==> src/rtl/naive_bus_router_if.sv <==
// Naive-bus bundle of N ports: read/write request, grant, address and data.
// The bus master drives requests; the bus slave answers with grants and read data.
interface naive_bus_router_if #(
    parameter int N = 1
);
    logic [N-1:0]       rd_req;
    logic [N-1:0]       rd_gnt;
    logic [N-1:0][31:0] rd_addr;
    logic [N-1:0][31:0] rd_data;
    logic [N-1:0]       wr_req;
    logic [N-1:0]       wr_gnt;
    logic [N-1:0][31:0] wr_addr;
    logic [N-1:0][31:0] wr_data;

    modport master (
        output rd_req, rd_addr, wr_req, wr_addr, wr_data,
        input  rd_gnt, rd_data, wr_gnt
    );

    modport slave (
        input  rd_req, rd_addr, wr_req, wr_addr, wr_data,
        output rd_gnt, rd_data, wr_gnt
    );
endinterface

==> src/rtl/naive_bus_router.sv <==
// Address-decoded N_MASTER x N_SLAVE naive-bus crossbar, fixed priority (master 0 highest).
// Define NAIVE_BUS_ROUTER_RR_ARB_EN to arbitrate each slave round-robin instead.
module naive_bus_router #(
    parameter int                         N_MASTER   = 2,
    parameter int                         N_SLAVE    = 4,
    parameter logic [N_SLAVE-1:0][31:0]   SLAVE_BASE = {32'h0003_0000, 32'h0002_0000,
                                                        32'h0001_0000, 32'h0000_0000},
    parameter logic [N_SLAVE-1:0][31:0]   SLAVE_MASK = {N_SLAVE{32'hFFFF_0000}}
) (
    input  logic                 clk,
    input  logic                 rst_n,
    naive_bus_router_if.slave    m_bus,
    naive_bus_router_if.master   s_bus
);
    localparam int MW = (N_MASTER > 1) ? $clog2(N_MASTER) : 1;
    localparam int SW = (N_SLAVE > 1) ? $clog2(N_SLAVE) : 1;

    logic [N_MASTER-1:0]         act_valid;
    logic [N_MASTER-1:0]         act_rd;
    logic [N_MASTER-1:0]         mapped;
    logic [N_MASTER-1:0][31:0]   act_addr;
    logic [N_MASTER-1:0][SW-1:0] tgt;
    logic [N_SLAVE-1:0]          win_valid;
    logic [N_SLAVE-1:0][MW-1:0]  win_idx;
    logic [N_MASTER-1:0]         rd_gnt;
    logic [N_MASTER-1:0]         wr_gnt;

    logic [N_MASTER-1:0]         ret_valid_q, ret_valid_d;
    logic [N_MASTER-1:0]         ret_hit_q, ret_hit_d;
    logic [N_MASTER-1:0][SW-1:0] ret_slave_q, ret_slave_d;

`ifdef NAIVE_BUS_ROUTER_RR_ARB_EN
    logic [N_SLAVE-1:0][MW-1:0]  ptr_q, ptr_d;
`endif

    // A read masks a simultaneous write, so each master has one active transaction.
    always_comb begin
        // NOTE: every combinational output gets a default before any branch, so no path
        // leaves it unassigned and no latch is inferred.
        act_valid = '0;
        act_rd    = '0;
        act_addr  = '0;
        mapped    = '0;
        tgt       = '0;
        for (int i = 0; i < N_MASTER; i++) begin
            act_rd[i]    = m_bus.rd_req[i];
            act_valid[i] = m_bus.rd_req[i] | m_bus.wr_req[i];
            act_addr[i]  = m_bus.rd_req[i] ? m_bus.rd_addr[i] : m_bus.wr_addr[i];
            // Descending scan: the lowest matching slave is written last and wins.
            for (int j = N_SLAVE - 1; j >= 0; j--) begin
                if ((act_addr[i] & SLAVE_MASK[j]) == SLAVE_BASE[j]) begin
                    mapped[i] = 1'b1;
                    tgt[i]    = SW'(j);
                end
            end
        end
    end

    always_comb begin
        int idx;
        idx       = 0;
        win_valid = '0;
        win_idx   = '0;
        for (int j = 0; j < N_SLAVE; j++) begin
            // Scan from lowest to highest priority so the highest-priority hit lands last.
            for (int k = N_MASTER - 1; k >= 0; k--) begin
`ifdef NAIVE_BUS_ROUTER_RR_ARB_EN
                idx = (int'(ptr_q[j]) + k) % N_MASTER;
`else
                idx = k;
`endif
                if (act_valid[idx] && mapped[idx] && tgt[idx] == SW'(j)) begin
                    win_valid[j] = 1'b1;
                    win_idx[j]   = MW'(idx);
                end
            end
        end
    end

    always_comb begin
        s_bus.rd_req  = '0;
        s_bus.rd_addr = '0;
        s_bus.wr_req  = '0;
        s_bus.wr_addr = '0;
        s_bus.wr_data = '0;
        for (int j = 0; j < N_SLAVE; j++) begin
            if (win_valid[j]) begin
                if (act_rd[win_idx[j]]) begin
                    s_bus.rd_req[j]  = 1'b1;
                    s_bus.rd_addr[j] = act_addr[win_idx[j]];
                end else begin
                    s_bus.wr_req[j]  = 1'b1;
                    s_bus.wr_addr[j] = act_addr[win_idx[j]];
                    s_bus.wr_data[j] = m_bus.wr_data[win_idx[j]];
                end
            end
        end
    end

    // Unmapped accesses complete at once; losers see gnt=0 and simply retry.
    always_comb begin
        logic g;
        g      = 1'b0;
        rd_gnt = '0;
        wr_gnt = '0;
        for (int i = 0; i < N_MASTER; i++) begin
            if (!mapped[i]) begin
                g = 1'b1;
            end else if (win_valid[tgt[i]] && win_idx[tgt[i]] == MW'(i)) begin
                g = act_rd[i] ? s_bus.rd_gnt[tgt[i]] : s_bus.wr_gnt[tgt[i]];
            end else begin
                g = 1'b0;
            end
            rd_gnt[i] = act_rd[i] & g;
            wr_gnt[i] = act_valid[i] & ~act_rd[i] & g;
        end
    end

    assign m_bus.rd_gnt = rd_gnt;
    assign m_bus.wr_gnt = wr_gnt;

    always_comb begin
        ret_valid_d = rd_gnt;
        ret_hit_d   = rd_gnt & mapped;
        ret_slave_d = '0;
        for (int i = 0; i < N_MASTER; i++) begin
            if (rd_gnt[i]) ret_slave_d[i] = tgt[i];
        end
    end

    always_comb begin
        m_bus.rd_data = '0;
        for (int i = 0; i < N_MASTER; i++) begin
            if (ret_valid_q[i] && ret_hit_q[i]) m_bus.rd_data[i] = s_bus.rd_data[ret_slave_q[i]];
        end
    end

    always_ff @(posedge clk or negedge rst_n) begin
        if (!rst_n) begin
            ret_valid_q <= '0;
            ret_hit_q   <= '0;
            ret_slave_q <= '0;
        end else begin
            // NOTE: non-blocking assignments make every flop update from pre-edge values.
            ret_valid_q <= ret_valid_d;
            ret_hit_q   <= ret_hit_d;
            ret_slave_q <= ret_slave_d;
        end
    end

`ifdef NAIVE_BUS_ROUTER_RR_ARB_EN
    // The master that just completed on a slave drops to lowest priority there.
    always_comb begin
        ptr_d = ptr_q;
        for (int j = 0; j < N_SLAVE; j++) begin
            if (win_valid[j] &&
                (act_rd[win_idx[j]] ? s_bus.rd_gnt[j] : s_bus.wr_gnt[j])) begin
                ptr_d[j] = MW'((int'(win_idx[j]) + 1) % N_MASTER);
            end
        end
    end

    always_ff @(posedge clk or negedge rst_n) begin
        if (!rst_n) ptr_q <= '0;
        else        ptr_q <= ptr_d;
    end
`endif
endmodule

==> src/flat_wrapper.sv <==
// flat-port wrapper written by rule: the top's interface ports become plain ports
module naive_bus_router_flat 
#(
    parameter int                         N_MASTER   = 2,
    parameter int                         N_SLAVE    = 4,
    parameter logic [N_SLAVE-1:0][31:0]   SLAVE_BASE = {32'h0003_0000, 32'h0002_0000,
                                                        32'h0001_0000, 32'h0000_0000},
    parameter logic [N_SLAVE-1:0][31:0]   SLAVE_MASK = {N_SLAVE{32'hFFFF_0000}}
)
  (clk, rst_n, m_bus_rd_req, m_bus_rd_addr, m_bus_wr_req, m_bus_wr_addr, m_bus_wr_data, m_bus_rd_gnt, m_bus_rd_data, m_bus_wr_gnt, s_bus_rd_req, s_bus_rd_addr, s_bus_wr_req, s_bus_wr_addr, s_bus_wr_data, s_bus_rd_gnt, s_bus_rd_data, s_bus_wr_gnt);
  naive_bus_router_if #(.N((2))) m_bus_i ();
  naive_bus_router_if #(.N((4))) s_bus_i ();
  input  logic clk;
  input  logic rst_n;
  input wire logic [$bits(m_bus_i.rd_req)-1:0] m_bus_rd_req;
  input wire logic [$bits(m_bus_i.rd_addr)-1:0] m_bus_rd_addr;
  input wire logic [$bits(m_bus_i.wr_req)-1:0] m_bus_wr_req;
  input wire logic [$bits(m_bus_i.wr_addr)-1:0] m_bus_wr_addr;
  input wire logic [$bits(m_bus_i.wr_data)-1:0] m_bus_wr_data;
  output wire logic [$bits(m_bus_i.rd_gnt)-1:0] m_bus_rd_gnt;
  output wire logic [$bits(m_bus_i.rd_data)-1:0] m_bus_rd_data;
  output wire logic [$bits(m_bus_i.wr_gnt)-1:0] m_bus_wr_gnt;
  output wire logic [$bits(s_bus_i.rd_req)-1:0] s_bus_rd_req;
  output wire logic [$bits(s_bus_i.rd_addr)-1:0] s_bus_rd_addr;
  output wire logic [$bits(s_bus_i.wr_req)-1:0] s_bus_wr_req;
  output wire logic [$bits(s_bus_i.wr_addr)-1:0] s_bus_wr_addr;
  output wire logic [$bits(s_bus_i.wr_data)-1:0] s_bus_wr_data;
  input wire logic [$bits(s_bus_i.rd_gnt)-1:0] s_bus_rd_gnt;
  input wire logic [$bits(s_bus_i.rd_data)-1:0] s_bus_rd_data;
  input wire logic [$bits(s_bus_i.wr_gnt)-1:0] s_bus_wr_gnt;
  assign m_bus_i.rd_req = m_bus_rd_req;
  assign m_bus_i.rd_addr = m_bus_rd_addr;
  assign m_bus_i.wr_req = m_bus_wr_req;
  assign m_bus_i.wr_addr = m_bus_wr_addr;
  assign m_bus_i.wr_data = m_bus_wr_data;
  assign m_bus_rd_gnt = m_bus_i.rd_gnt;
  assign m_bus_rd_data = m_bus_i.rd_data;
  assign m_bus_wr_gnt = m_bus_i.wr_gnt;
  assign s_bus_rd_req = s_bus_i.rd_req;
  assign s_bus_rd_addr = s_bus_i.rd_addr;
  assign s_bus_wr_req = s_bus_i.wr_req;
  assign s_bus_wr_addr = s_bus_i.wr_addr;
  assign s_bus_wr_data = s_bus_i.wr_data;
  assign s_bus_i.rd_gnt = s_bus_rd_gnt;
  assign s_bus_i.rd_data = s_bus_rd_data;
  assign s_bus_i.wr_gnt = s_bus_wr_gnt;
  naive_bus_router #(.N_MASTER(N_MASTER), .N_SLAVE(N_SLAVE), .SLAVE_BASE(SLAVE_BASE), .SLAVE_MASK(SLAVE_MASK)) u_core (.clk(clk), .rst_n(rst_n), .m_bus(m_bus_i), .s_bus(s_bus_i));
endmodule
==> config.mk <==
export PLATFORM = sky130hd
export DESIGN_NAME = naive_bus_router_flat
export DESIGN_NICKNAME = d
export VERILOG_FILES = /design/src/rtl/naive_bus_router_if.sv /design/src/rtl/naive_bus_router.sv /design/src/flat_wrapper.sv
export SDC_FILE = /design/constraint.sdc
export NUM_CORES = 1
export LEC_CHECK = 0
export ABC_AREA = 0
export CAP_MARGIN = 15
export CORE_AREA = 2 2 312 314
export CTS_BUF_LIST = sky130_fd_sc_hd__clkbuf_8
export CTS_CLUSTER_SIZE = 25
export DETAILED_ROUTE_END_ITERATION = 10
export DIE_AREA = 0 0 314 316
export GPL_ROUTABILITY_DRIVEN = 0
export GPL_TIMING_DRIVEN = 0
export PLACE_DENSITY = 0.39
export RECOVER_POWER = 50
export SETUP_SLACK_MARGIN = 0.5
export SYNTH_ARGS = -nofsm -noshare
export SYNTH_HDL_FRONTEND = slang
export SYNTH_SLANG_ARGS = --single-unit
==> constraint.sdc <==
create_clock -name clk -period 3.3 [get_ports clk]
set_input_delay 0.495 -clock clk [delete_from_list [all_inputs] [get_ports clk]]
set_output_delay 0.495 -clock clk [all_outputs]
set_load 0.02 [all_outputs]
Word-level counts from Yosys, hierarchy flattened. Index checks and enable logic that the tools add are counted. W data, S select, Z words.

Flip-flop bits (word level): 8. Input bits: 334. Output and inout bits: 460. Logic and storage cells: 178.

Order comparisons: 8. Equality and inequality tests: 12. Muxes and demuxes: 124. Bitwise logic cells: 12. Reductions and logical operators: 18.

Operators with widths (count): $mux W32 (46); $bmux W32 S2 (2); $eq A16 B2 Y1 const B (4); $logic_not A32 Y1 (2); $mux W1 (58); $eq A16 B1 Y1 const B (2); $mux W2 (10); $bmux W1 S2 (8); $logic_and A1 B1 Y1 (14); $lt A2 B3 Y1 const B (4); $eq A2 B2 Y1 const B (4); $lt A1 B2 Y1 const B (4); $and A1 B1 Y1 (6); $eq A2 B1 Y1 const B (2); $logic_not A2 Y1 (2); $not A1 Y1 (3); $and A2 B2 Y2 (1); $or A1 B1 Y1 (2).

Depth between registers and ports, before layout.
Depth after elaboration: 18. Gate-level depth with buffers: 10. Depth with buffers taken out: 7.

Worst setup path before layout. OpenSTA, ideal clock, no wires.

Kind: input to output. Start: in m_bus_wr_addr[30]. End: out s_bus_wr_data[46]. Data arrival time: 2.583 ns. Required time: 2.805 ns. Setup slack: 0.222 ns. Cell stages on the path: 8. Path buffers: 2. Cell sequence: or4_1 > nor4_2 > o211ai_2 > o311ai_2 > buf_2 > buf_2 > nand2_1 > a21oi_1.

Longest elaborated chain between the ends: 13. Elaborated cells between the ends (all ways): 24. Classes of those cells: eq/ne (4); mux (17); reduce/logical (3).

RTL lines: from (decl) (line flat_wrapper.sv:18) `input wire logic [$bits(m_bus_i.wr_addr)-1:0] m_bus_wr_addr;`; $mux W32 (*) (line naive_bus_router.sv:48) `act_addr[i] = m_bus.rd_req[i] ? m_bus.rd_addr[i] : m_bus.wr_addr[i];`; $eq A16 B2 Y1 (line naive_bus_router.sv:51) `if ((act_addr[i] & SLAVE_MASK[j]) == SLAVE_BASE[j]) begin`; $mux W2 / $mux W1 (equally long branches) (4 in series) (line naive_bus_router.sv:51); $eq A2 B1 Y1 / $logic_and A1 B1 Y1 (equally long branches) (line naive_bus_router.sv:72) `if (act_valid[idx] && mapped[idx] && tgt[idx] == SW'(j)) begin`; $logic_and A1 B1 Y1 (*) (line naive_bus_router.sv:72); $mux W1 (line naive_bus_router.sv:72); $mux W32 (implied by the code) / $mux W1 (equally long branches) (2 in series) (line naive_bus_router.sv:94, naive_bus_router.sv:88); $mux W32 (line naive_bus_router.sv:88) `if (act_rd[win_idx[j]]) begin`; $mux W32 (*) (line naive_bus_router.sv:87) `if (win_valid[j]) begin`; to (decl) (line flat_wrapper.sv:27) `output wire logic [$bits(s_bus_i.wr_data)-1:0] s_bus_wr_data;`.

Every way passes the cells marked *; elsewhere a longest branch is shown, timed or not. The select of a mux whose other input is x is not followed.

Final worst setup path.
Start: in m_bus_rd_addr[51]. End: out s_bus_wr_addr[64].

Longest elaborated chain between the ends: 14. Elaborated cells between the ends (all ways): 25. Classes of those cells: eq/ne (4); mux (18); reduce/logical (3).

RTL lines: from (decl) (line flat_wrapper.sv:16) `input wire logic [$bits(m_bus_i.rd_addr)-1:0] m_bus_rd_addr;`; $mux W32 (*) (line naive_bus_router.sv:48); $eq A16 B2 Y1 (line naive_bus_router.sv:51); $mux W2 / $mux W1 (equally long branches) (4 in series) (line naive_bus_router.sv:51); $eq A2 B2 Y1 / $logic_and A1 B1 Y1 (equally long branches) (line naive_bus_router.sv:72); $logic_and A1 B1 Y1 (*) (line naive_bus_router.sv:72); $mux W1 (*) (line naive_bus_router.sv:72); $mux W1 (line naive_bus_router.sv:72); $mux W32 (implied by the code) / $mux W1 (equally long branches) (2 in series) (line naive_bus_router.sv:93, naive_bus_router.sv:88); $mux W32 (line naive_bus_router.sv:88); $mux W32 (*) (line naive_bus_router.sv:87); to (decl) (line flat_wrapper.sv:26) `output wire logic [$bits(s_bus_i.wr_addr)-1:0] s_bus_wr_addr;`.

Marked as above.

==> results.sh <==
export IMPL_gr_usage_met2_pct=26.6
export IMPL_cts_clk_slew_worst_paths_ns=0.04
export IMPL_timing_hold_ws_ns=0.628
export IMPL_wl_per_cell_um=23.8
export IMPL_synthCells=1189
export IMPL_grt_antenna_before_repair=9
export IMPL_cts_htree_levels=1
export IMPL_avgSynthCellArea_um2=6.17
export IMPL_grt_pass1_wl_um=102000
export IMPL_rsz0062_at_grt="yes"
export IMPL_place_detailed_hpwl_um=61900
export IMPL_final_common_cell="clkdlybuf4s50_1"
export IMPL_finalInstanceArea_mm2=0.0242
export IMPL_hp_class="in2async"
export IMPL_synth_area_leaders="mux4_2 20%, nand2_1 17%, buf_4 12%"
export IMPL_cp_cell_sequence="buf_6 -> nor4_4 -> nand3_4 -> buf_12 -> a2111oi_4 -> o31ai_4 -> buf_12 -> buf_12 -> buf_12 -> buf_12 -> o21ai_4 -> buf_6 -> nor2_2 -> buf_6"
export IMPL_overflow=0
export IMPL_use_met1_pct=17.4
export IMPL_drcViolationCount=0
export IMPL_arrival_ns=3.04
export IMPL_track_usage_pct=14.4
export IMPL_layout_drive_gt1_share_pct=61.7
export IMPL_finalCriticalPeriod_ns=3.54
export IMPL_grt_busiest_layer="met2"
export IMPL_grt_max_degree=11
export IMPL_via_count=12900
export IMPL_cts_sinks=8
export IMPL_p_per_area_mw_per_mm2=70.1
export IMPL_cp_slowest_cell="a2111oi_4"
export IMPL_yosysTopAreaCell="mux4_2"
export IMPL_crit_path_end="s_bus_wr_addr[64]"
export IMPL_first_global_vias=12900
export IMPL_wl_um=81500
export IMPL_nFillCells=10400
export IMPL_dpl_instance_area_mm2=0.0188
export IMPL_slowest_delay_ns=0.52
export IMPL_power_mw=1.70
export IMPL_dp_cells=3259
export IMPL_synth_edf_count=0
export IMPL_setup_violations=271
export IMPL_worstPathRequired_ns=2.80
export IMPL_synth_seq_cells=8
export IMPL_synth_flop_cell="dfrtp_1"
export IMPL_ys_types=50
export IMPL_post_route_period_util_pct=107
export IMPL_dr_first_iter_drc_count=550
export IMPL_initial_core_util_pct=7.64
export IMPL_cts_max_path_buffers=2
export IMPL_coreArea_mm2=0.0960
export IMPL_max_slew_margin_pct=32.5
export IMPL_power_leakage_nw=10.1
export IMPL_nNetsFinal=2480
export IMPL_drv_slew=0
export IMPL_portBuffers=673
export IMPL_synthArstFlopShare_pct=100
export IMPL_synth_seq_area_share_pct=2.73
export IMPL_endpoint_kind="primary output"
export IMPL_yosysTopAreaCellShare_pct=20.0
export IMPL_hold_violations=0
export IMPL_start_kind="input port"
export IMPL_avgViaCountPerCell=3.76
export IMPL_setup_ws_ns=-0.238
export IMPL_crit_start="m_bus_rd_addr[51]"
export IMPL_cts_buffers=3
export IMPL_die_area_mm2=0.0992
export IMPL_worst_setup_path_type="in2out"
export IMPL_peakVddDrop_mv=0.115
export IMPL_setup_tns_ns=-31.41
export IMPL_crit_path_frequent_cell="buf_12"
export IMPL_cp_max_fo=6
export IMPL_max_freq_ghz=0.283
export IMPL_worst_pin_slew_ns=1.01
export IMPL_syn_area_mm2=0.00734
export IMPL_use_met3_pct=2.91
export IMPL_antenna_left=0
export IMPL_cts_tree="done"
export IMPL_row_count=114
export IMPL_root_buffer="clkbuf_8"
export IMPL_final_cell_mix="328 x clkdlybuf4s50_1, 284 x buf_6, 192 x buf_4"
export IMPL_ys_warn_count=0
export IMPL_chipWidth_um=314
export IMPL_drv_cap=0
export IMPL_final_cells=3425
export IMPL_dr_pass1_iters=4
export IMPL_pin_count=794
export IMPL_die_y_um=316
export IMPL_syn_to_final_growth_pct=230
export IMPL_violations="negative setup slack"
export IMPL_status="finished, violations left"
[flip-flops by register name, indices dropped and copies added (netlist names)]
register and cells:
u_core.ret_slave_q 4, u_core.ret_hit_q 2, u_core.ret_valid_q 2
[repair_timing]
| item | in CTS | in global routing |
|---|---|---|
| cloned | 11 | 35 |
| pin swaps | 70 | 159 |
| setup endpoints to repair | 344 | 343 |
| setup buffers | 70 | 42 |
| resized for setup | 1747 | 894 |
| hold buffers | 0 | 0 |
[cell type report]
cell class	instances	area [µm²]	area share, %
repair buffers	833	9120	37.7
multi-input cells	1055	10600	43.9
inverters	22	125	0.517
well taps	1276	1600	6.60
diodes	5	12.5	0.0517
plain buffers	223	2480	10.3
clock buffers	3	41.3	0.171
flip-flops and latches	8	200	0.828
[stage by stage]
stage	utilization, %	worst slack (ns)
5_1_grt	25.2	-0.311
6_report	25.2	-0.238
3_5_place_dp	19.6	-2.91
4_1_cts	21.6	-0.297
2_1_floorplan	-	0.409
3_3_place_gp	19.6	-3.30
[worst min path at each step]
stage,startpoint,end,slack [ns],cells after the start
after floorplan,rst_n,u_core.ret_hit_q[0]$_DFF_PN0_,0.20,0
after global placement,rst_n,u_core.ret_valid_q[0]$_DFF_PN0_,0.79,1
after detailed placement,rst_n,u_core.ret_hit_q[0]$_DFF_PN0_,0.81,1
after CTS,rst_n,u_core.ret_hit_q[0]$_DFF_PN0_,0.57,1
after global routing,rst_n,u_core.ret_valid_q[0]$_DFF_PN0_,0.66,1
final,rst_n,u_core.ret_valid_q[1]$_DFF_PN0_,0.63,1
[synth_stat cells (all sizes together) (3+ instances only)]
| cell | count |
|---|---|
| a2111oi | 3 |
| mux4 | 65 |
| buf | 172 |
| mux2 | 20 |
| o31a | 3 |
| a21oi | 135 |
| nand4 | 3 |
| nand2 | 336 |
| inv | 22 |
| or4 | 3 |
| and3 | 64 |
| clkbuf | 51 |
| mux2i | 21 |
| a211oi | 3 |
| nor2 | 154 |
| nand3 | 8 |
| o21ai | 70 |
| nor4 | 11 |
| o22ai | 6 |
| dfrtp | 8 |
[worst max-delay path, delay by kind of cell]
family,cells,cell delay (ns)
and+or+nand+nor,3,0.61
AOI/OAI and AO/OA,3,0.82
buffers and inverters,8,1.09
[logic make-up (layout without fill, tap and decap cells)]
group	count (synthesis)	in the layout	synth area share, %
simple gates	586	586	33.4
xor+xnor	1	1	0.119
mux	106	106	25.9
compound gates	242	242	18.4
buf+inv	245	1081	19.4
flops	8	8	2.73
other cells	1	125	0.0511
[report_power, final]
part | leakage (nW) | internal, mW | total, mW | switching (mW)
sequential | 0.107 | 0.101 | 0.107 | 0.00608
combinational | 9.99 | 0.696 | 1.47 | 0.779
clock | 0.0216 | 0.0788 | 0.114 | 0.0357
[routing by layer]
layer | vias to the layer above | part of all wire, %
li1 | 5814 | -
met1 | 6435 | 39
met2 | 556 | 52
met3 | 62 | 6.7
met4 | 6 | 1.7
met5 | - | 0.047
Note: power is estimated with default switching activity, not from simulation.
